File: src/rtl/alu_seq_core.sv
// Sequential signed ALU: single-cycle add/sub/logic, WIDTH-cycle shift-add multiply
// and restoring divide, with valid/ready handshakes on both sides.
//
// state | meaning
// IDLE  | waiting for operands, in_ready high
// EXEC  | operation in progress (setup cycle, then WIDTH iterations for MUL/DIV)
// DONE  | result/flags held, out_valid high until out_ready
module alu_seq_core #(
    parameter int WIDTH = 8
) (
    input  logic                 clk,
    input  logic                 rst,
    input  logic                 in_valid,
    output logic                 in_ready,
    input  logic [WIDTH-1:0]     a,
    input  logic [WIDTH-1:0]     b,
    input  logic [2:0]           op,
    output logic                 out_valid,
    input  logic                 out_ready,
    output logic [2*WIDTH-1:0]   result,
    output logic [WIDTH-1:0]     remainder,
    output logic                 flag_zero,
    output logic                 flag_neg,
    output logic                 flag_ovf,
    output logic                 flag_div0
);

    localparam int W2 = 2 * WIDTH;
    localparam int CW = $clog2(WIDTH);

    localparam logic [1:0] ST_IDLE = 2'd0;
    localparam logic [1:0] ST_EXEC = 2'd1;
    localparam logic [1:0] ST_DONE = 2'd2;

    localparam logic [2:0] OP_ADD  = 3'b000;
    localparam logic [2:0] OP_SUB  = 3'b001;
    localparam logic [2:0] OP_MUL  = 3'b010;
    localparam logic [2:0] OP_DIV  = 3'b011;
    localparam logic [2:0] OP_AND  = 3'b100;
    localparam logic [2:0] OP_OR   = 3'b101;
    localparam logic [2:0] OP_XOR  = 3'b110;

    function automatic logic [WIDTH-1:0] mag_w(input logic [WIDTH-1:0] x);
        return x[WIDTH-1] ? -x : x;
    endfunction

    // True when a 2*WIDTH signed value is representable in WIDTH signed bits.
    function automatic logic fits_w(input logic [W2-1:0] x);
        logic [WIDTH:0] top;
        top = x[W2-1:WIDTH-1];
        return (top == '0) || (top == '1);
    endfunction

    logic [1:0]        state_q, state_d;
    logic              phase_q, phase_d;
    logic [CW-1:0]     cnt_q, cnt_d;
    logic [WIDTH-1:0]  a_q, a_d;
    logic [WIDTH-1:0]  b_q, b_d;
    logic [2:0]        op_q, op_d;
    logic [W2-1:0]     acc_q, acc_d;
    logic [W2-1:0]     mcand_q, mcand_d;
    logic [WIDTH-1:0]  work_q, work_d;
    logic [WIDTH:0]    prem_q, prem_d;
    logic [WIDTH-1:0]  dvsr_q, dvsr_d;
    logic              sign_q, sign_d;
    logic [W2-1:0]     result_q, result_d;
    logic [WIDTH-1:0]  rem_q, rem_d;
    logic              fzero_q, fzero_d;
    logic              fneg_q, fneg_d;
    logic              fovf_q, fovf_d;
    logic              fdiv0_q, fdiv0_d;

    logic [WIDTH-1:0]  sum_w, diff_w;
    logic [W2-1:0]     acc_step, mul_res, div_res;
    logic [WIDTH:0]    r_shift, trial, prem_next;
    logic [WIDTH-1:0]  quo_next, div_rem;
    logic [W2-1:0]     fin_res;
    logic [WIDTH-1:0]  fin_rem;
    logic              fin_ovf, fin_div0, fin_en;

    // Datapath step values: one shift-add / restoring-divide iteration from current state.
    always_comb begin
        sum_w     = a_q + b_q;
        diff_w    = a_q - b_q;
        acc_step  = work_q[0] ? (acc_q + mcand_q) : acc_q;
        mul_res   = sign_q ? -acc_step : acc_step;
        r_shift   = {prem_q[WIDTH-1:0], work_q[WIDTH-1]};
        trial     = r_shift - {1'b0, dvsr_q};
        prem_next = trial[WIDTH] ? r_shift : trial;
        quo_next  = {work_q[WIDTH-2:0], ~trial[WIDTH]};
        div_res   = sign_q ? -{{WIDTH{1'b0}}, quo_next} : {{WIDTH{1'b0}}, quo_next};
        div_rem   = a_q[WIDTH-1] ? -prem_next[WIDTH-1:0] : prem_next[WIDTH-1:0];
    end

    always_comb begin
        fin_res  = '0;
        fin_rem  = '0;
        fin_ovf  = 1'b0;
        fin_div0 = 1'b0;
        case (op_q)
            OP_ADD: begin
                fin_res = {{WIDTH{sum_w[WIDTH-1]}}, sum_w};
                fin_ovf = (a_q[WIDTH-1] == b_q[WIDTH-1]) && (sum_w[WIDTH-1] != a_q[WIDTH-1]);
            end
            OP_SUB: begin
                fin_res = {{WIDTH{diff_w[WIDTH-1]}}, diff_w};
                fin_ovf = (a_q[WIDTH-1] != b_q[WIDTH-1]) && (diff_w[WIDTH-1] != a_q[WIDTH-1]);
            end
            OP_MUL: begin
                fin_res = mul_res;
                fin_ovf = !fits_w(mul_res);
            end
            OP_DIV: begin
                if (b_q == '0) begin
                    fin_rem  = a_q;
                    fin_div0 = 1'b1;
                end else begin
                    fin_res = div_res;
                    fin_rem = div_rem;
                    fin_ovf = !fits_w(div_res);
                end
            end
            OP_AND:  fin_res = {{WIDTH{1'b0}}, a_q & b_q};
            OP_OR:   fin_res = {{WIDTH{1'b0}}, a_q | b_q};
            OP_XOR:  fin_res = {{WIDTH{1'b0}}, a_q ^ b_q};
            default: fin_res = {{WIDTH{1'b0}}, ~(a_q & b_q)};
        endcase
    end

    always_comb begin
        state_d  = state_q;
        phase_d  = phase_q;
        cnt_d    = cnt_q;
        a_d      = a_q;
        b_d      = b_q;
        op_d     = op_q;
        acc_d    = acc_q;
        mcand_d  = mcand_q;
        work_d   = work_q;
        prem_d   = prem_q;
        dvsr_d   = dvsr_q;
        sign_d   = sign_q;
        result_d = result_q;
        rem_d    = rem_q;
        fzero_d  = fzero_q;
        fneg_d   = fneg_q;
        fovf_d   = fovf_q;
        fdiv0_d  = fdiv0_q;
        fin_en   = 1'b0;

        case (state_q)
            ST_IDLE: begin
                if (in_valid) begin
                    a_d     = a;
                    b_d     = b;
                    op_d    = op;
                    phase_d = 1'b0;
                    cnt_d   = '0;
                    state_d = ST_EXEC;
                end
            end
            ST_EXEC: begin
                if (op_q == OP_MUL || op_q == OP_DIV) begin
                    if (!phase_q) begin
                        phase_d = 1'b1;
                        cnt_d   = '0;
                        acc_d   = '0;
                        prem_d  = '0;
                        mcand_d = {{WIDTH{1'b0}}, mag_w(a_q)};
                        work_d  = (op_q == OP_MUL) ? mag_w(b_q) : mag_w(a_q);
                        dvsr_d  = mag_w(b_q);
                        sign_d  = a_q[WIDTH-1] ^ b_q[WIDTH-1];
                    end else begin
                        if (op_q == OP_MUL) begin
                            acc_d   = acc_step;
                            mcand_d = mcand_q << 1;
                            work_d  = work_q >> 1;
                        end else if (b_q != '0) begin
                            prem_d = prem_next;
                            work_d = quo_next;
                        end
                        cnt_d = cnt_q + CW'(1);
                        // The last iteration's step values are folded straight into the result.
                        if (cnt_q == CW'(WIDTH - 1)) begin
                            cnt_d   = '0;
                            fin_en  = 1'b1;
                            state_d = ST_DONE;
                        end
                    end
                end else begin
                    fin_en  = 1'b1;
                    state_d = ST_DONE;
                end
            end
            ST_DONE: begin
                if (out_ready) state_d = ST_IDLE;
            end
            default: state_d = ST_IDLE;
        endcase

        if (fin_en) begin
            result_d = fin_res;
            rem_d    = fin_rem;
            fzero_d  = (fin_res == '0);
            fneg_d   = fin_res[W2-1];
            fovf_d   = fin_ovf;
            fdiv0_d  = fin_div0;
        end
    end

    always_ff @(posedge clk or posedge rst) begin
        if (rst) begin
            state_q  <= ST_IDLE;
            phase_q  <= 1'b0;
            cnt_q    <= '0;
            a_q      <= '0;
            b_q      <= '0;
            op_q     <= '0;
            acc_q    <= '0;
            mcand_q  <= '0;
            work_q   <= '0;
            prem_q   <= '0;
            dvsr_q   <= '0;
            sign_q   <= 1'b0;
            result_q <= '0;
            rem_q    <= '0;
            fzero_q  <= 1'b0;
            fneg_q   <= 1'b0;
            fovf_q   <= 1'b0;
            fdiv0_q  <= 1'b0;
        end else begin
            state_q  <= state_d;
            phase_q  <= phase_d;
            cnt_q    <= cnt_d;
            a_q      <= a_d;
            b_q      <= b_d;
            op_q     <= op_d;
            acc_q    <= acc_d;
            mcand_q  <= mcand_d;
            work_q   <= work_d;
            prem_q   <= prem_d;
            dvsr_q   <= dvsr_d;
            sign_q   <= sign_d;
            result_q <= result_d;
            rem_q    <= rem_d;
            fzero_q  <= fzero_d;
            fneg_q   <= fneg_d;
            fovf_q   <= fovf_d;
            fdiv0_q  <= fdiv0_d;
        end
    end

    assign in_ready  = (state_q == ST_IDLE);
    assign out_valid = (state_q == ST_DONE);
    assign result    = result_q;
    assign remainder = rem_q;
    assign flag_zero = fzero_q;
    assign flag_neg  = fneg_q;
    assign flag_ovf  = fovf_q;
    assign flag_div0 = fdiv0_q;

endmodule

File: config.mk
export PLATFORM = sky130hd
export DESIGN_NAME = alu_seq_core
export DESIGN_NICKNAME = d
export VERILOG_FILES = /design/src/rtl/alu_seq_core.sv
export SDC_FILE = /design/constraint.sdc
export NUM_CORES = 1
export LEC_CHECK = 0
export ABC_CLOCK_PERIOD_IN_PS = 9300
export BUFFER_PORTS_ARGS = -buffer_cell sky130_fd_sc_hd__buf_2
export CORE_MARGIN = 2
export CORE_UTILIZATION = 51
export CTS_BUF_LIST = sky130_fd_sc_hd__clkbuf_4
export DETAILED_ROUTE_END_ITERATION = 8
export GPL_TIMING_DRIVEN = 0
export PLACE_DENSITY = 0.81
export SLEW_MARGIN = 30
export SYNTH_ARGS = -nofsm -noshare
export SYNTH_HDL_FRONTEND = slang
export SYNTH_SLANG_ARGS = --single-unit
File: constraint.sdc
create_clock -name clk -period 9.3 [get_ports clk]
set_input_delay 0.465 -clock clk [delete_from_list [all_inputs] [get_ports clk]]
set_output_delay 0.465 -clock clk [all_outputs]
set_load 0.01 [all_outputs]
==> key figures <==
Die
  • Row Count: 46
  • Die height: between 100 and 150 um
  • Chip Width: roughly 130 um
  • Die area: 17500 um2
  • Core area: between 15000 and 20000 um2
  • Starting Density: roughly 52%
  • Num ports: 53

Layout
  • Layout Utilization: ~57%
  • Final Instance Area: ~9000 um2
  • Area delta synth->final: 8.57%
  • Most frequent cells in the layout: nand2_1 (153), dfrtp_1 (109), o21ai_0 (97), buf_2 (56), ha_1 (54)
  • Nets@finish: ~1100
  • Share of layout cells above drive strength 1: between 10% and 20%
  • Most common cell after layout, fill and taps aside: nand2_1

Setup path
  • Worst path max stage delay: approximately 470 ps
  • CP max stage cell: clkbuf_1
  • Reg2Reg Setup Slack: ~4600 ps
  • Arr. time, crit path: between 5000 and 6000 ps
  • RR Startpoint: work_q[7]$_DFFE_PP0P_
  • Crit path buffers/inverters: 4
  • Cell mode on critical path: inv_1
  • Crit start category: register
  • Reg-to-Reg End: flag_zero$_DFFE_PP0P_
  • Crit path max-delay family: compound AO/OA/AOI/OAI gates
  • Crit end category: register
  • CP Depth: 19
  • Worst reg2reg path depth: 19
  • Crit Path Class: reg -> reg
  • Worst path required time: ~9700 ps
  • CP endpoint: flag_zero$_DFFE_PP0P_
  • Crit-path cells: inv_1 -> ha_1 -> inv_1 -> fa_1 -> a21oi_1 -> o2111ai_1 -> o211ai_1 -> xnor2_2 -> inv_1 -> clkbuf_1 -> ha_1 -> nand3b_1 -> o21ai_0 -> xor2_1 -> o21ai_0 -> a221oi_1 -> o2111a_1 -> nand4_1 -> o41ai_2
  • Critical path fanouts, max: 10
  • Crit path launch: work_q[7]$_DFFE_PP0P_

Timing
  • Hold Fails Final Rpt: 0
  • Final Max Tran Viols: 0
  • RSZ-0062 raised after global routing: no
  • Final worst-path cycle share: between 50% and 60%
  • Fin Setup TNS: 0 ps
  • Rel. slew slack: about 39%
  • Max Fclk: around 0.21 GHz
  • Period minus WS final: about 4700 ps
  • Worst Skew: approximately 14 ps
  • Final setup fails: 0
  • Worst slew pin tran: ~910 ps

Routing
  • Post-DR wirelength/cell: 18.9 um
  • Detailed-route DRC error count: 0
  • Via/cell ratio: approximately 6
  • Final ANT Viol Nets: 0
  • Count of TritonRoute iterations in the first routing pass: 6
  • Via count: between 7000 and 8000
  • Total wire length: about 24 mm
  • DRC marker count from the first detailed-route iteration: roughly 810

Synth
  • Syn Inst Count: between 900 and 1000
  • Yosys cell types: 85
  • EDFF count, synth: 0
  • Sequential element share of the synthesized area: 32.5%
  • Synth Register Bits: about 110
  • Netlist Area Pre-Place: between 8000 and 9000 um2
  • Top_reg_cell synth: dfrtp_1
  • Syn Nets: approximately 1100
  • Post-synthesis average cell area: 8.45 um2
  • Fraction of registers with async set/reset: 100%
  • Syn. warnings: 0

Power
  • Power Density: a little under 400 nW/um2
  • Switching Fraction: between 50% and 60%
  • Lkg Pwr: about 4.1 nW
  • Psw: ~1.9 mW
  • Peak supply drop: about 0.00021 V
  • Combinational share of power: a little over two thirds
  • Internal Power: about 1.7 mW
  • Sequential Power Share: around 23%
  • Clock Power Share: just over 7%

GRT
  • Grt ovf: 0
  • Largest net degree at the start of global routing: 73
  • Total track usage: between 20% and 30%
  • Vias in the first global route: 7267
  • First-pass GRT wire length: roughly 39 mm
  • Initial antenna violation count: 1

CTS
  • CTS Hold Bufs: 1
  • Clock root buffer: clkbuf_4
  • Clock Latency Late Sink: just over 500 ps
  • TritonCTS clock tree: built
  • CTS clk-pin slew, worst paths: 170 ps
  • CTS Buf Count: 9
  • Longest Clk Path Bufs: 2
  • Post-CTS Setup Bufs: 0
  • # clock sinks: approximately 110
  • Post_cts resized: 0
  • H-tree levels: 3

Placed design
  • RePlAce Congestion: around 1
  • Port Buffers: 52
  • Final HPWL DP: between 15 and 20 mm
  • DP Area: around 9000 um2

Run
  • Max Cap Viol: 0

Status
  • Outcome: completed

Hold path
  • Worst Hold Class: in -> reg
==> Yosys cell counts (4+ instances only) <==
cell type  count  area share (%)
dfrtp_1      109              32
and3_1         9            0.67
xnor2_1       37             3.9
a21oi_1       46             2.7
or3_1          9            0.67
a221o_1        4            0.48
a211oi_1      13             1.2
o21a_1         4            0.36
o21ai_0       97             5.8
a22oi_1        7            0.63
o41ai_1        6            0.63
nand2b_1       8            0.60
a31oi_1        7            0.52
a22o_1         7            0.73
mux2i_1       26             3.1
o21bai_1       5            0.45
fa_1           4            0.95
o211ai_1       9            0.80
nand3b_1       4            0.36
a21o_1         9            0.80
nand4_1       12            0.89
o22ai_1        4            0.30
o31ai_1       16             1.4
or2_2          4            0.30
nor2b_1        9            0.67
buf_2          4            0.24
buf_1          4            0.18
mux4_2         5             1.3
a221oi_1       5            0.52
nor4_1         4            0.30
xor2_1        14             1.5
nor3b_1        4            0.36
and2_1         9            0.67
mux2_2        13             1.7
nor2_1        52             2.3
ha_1          54             8.0
nor3_1        29             1.7
clkbuf_1      44             2.0
nand3_1       26             1.5
nand2_1      153             6.8
inv_1         44             2.0
==> metal layers <==
layer,track usage [%],vias up,share of wire [%]
met1,40.6,3733,46
met2,41.9,336,44
met4,9.26,0,2.2
li1,-,3724,-
met5,0,-,0
met3,4.61,36,7.7
==> how the worst min path moves through the flow <==
stage                                      from                endpoint  slack [ps]  depth (start not counted)
final                                 out_ready  state_q[1]$_DFFE_PP0P_         140                          2
after global routing                       a[1]      a_q[1]$_DFFE_PP0P_         150                          3
after CTS                                  b[2]      b_q[2]$_DFFE_PP0P_         130                          3
after detailed placement  result[8]$_DFFE_PP0P_   result[8]$_DFFE_PP0P_         450                          2
after global placement    result[8]$_DFFE_PP0P_   result[8]$_DFFE_PP0P_         450                          2
after floorplan           dvsr_q[5]$_DFFE_PP0P_   dvsr_q[5]$_DFFE_PP0P_         450                          2
==> power groups by stage <==
stage | Clock (mW) | Combinational (mW) | Sequential, mW
detailed placement | 0 | 2.47 | 0.823
finish | 0.258 | 2.54 | 0.819
global route | 0.272 | 2.78 | 0.840
global placement | 0 | 2.44 | 0.816
floorplan | 0 | 1.83 | 0.786
CTS | 0.258 | 2.48 | 0.812
==> worst register-to-register path: stages (launching register included) <==
cell and delay [ps]:
dfrtp_1 430, inv_1 120, ha_1 180, inv_1 60, fa_1 410, a21oi_1 290
o2111ai_1 180, o211ai_1 170, xnor2_2 260, inv_1 160, clkbuf_1 470, ha_1 300
nand3b_1 160, o21ai_0 220, xor2_1 170, o21ai_0 80, a221oi_1 400, o2111a_1 250
nand4_1 100, o41ai_2 210
==> flip-flops by register name, summed over array words and instances (netlist names), 8 cells and up <==
| signal | count |
|---|---|
| dvsr_q | 8 |
| a_q | 8 |
| mcand_q | 16 |
| b_q | 8 |
| work_q | 8 |
| remainder | 8 |
| acc_q | 16 |
| result | 16 |
| prem_q | 8 |
==> kinds of logic (layout without fill, tap and decap cells) <==
kind of cell               after synthesis  after routing  synth area share, %
AOI/OAI and AO/OA                      285            285                 22.8
xor gates and xnor gates                52             52                 5.51
adders and majority gates               58             58                 9.00
buffers and inverters                  102            172                 4.86
DFF                                    109            109                 32.5
muxes                                   45             45                 6.36
other                                    0              1                    0
and+or+nand+nor                        342            342                 19.0
==> final cells by class <==
type,instances,area (um2)
flip-flops and latches,109,2730
diodes,1,2.50
repair buffers,54,298
clock buffers,9,67.6
multi-input cells,782,5260
plain buffers,56,235
well taps,216,270
inverters,46,180
fillers,1513,6890
clock inverters,7,73.8
==> through the flow <==
stage | hold WS (ps) | worst slack, ps | instances | total power, mW
floorplan | 450 | 5650 | 993 | 2.62
global placement | 446 | 4620 | 1261 | 3.25
detailed placement | 454 | 4780 | 1262 | 3.30
CTS | 132 | 4700 | 1279 | 3.55
global route | 148 | 4300 | 1280 | 3.89
finish | 138 | 4600 | 1280 | 3.62
Power figures use the tool's default switching activity.
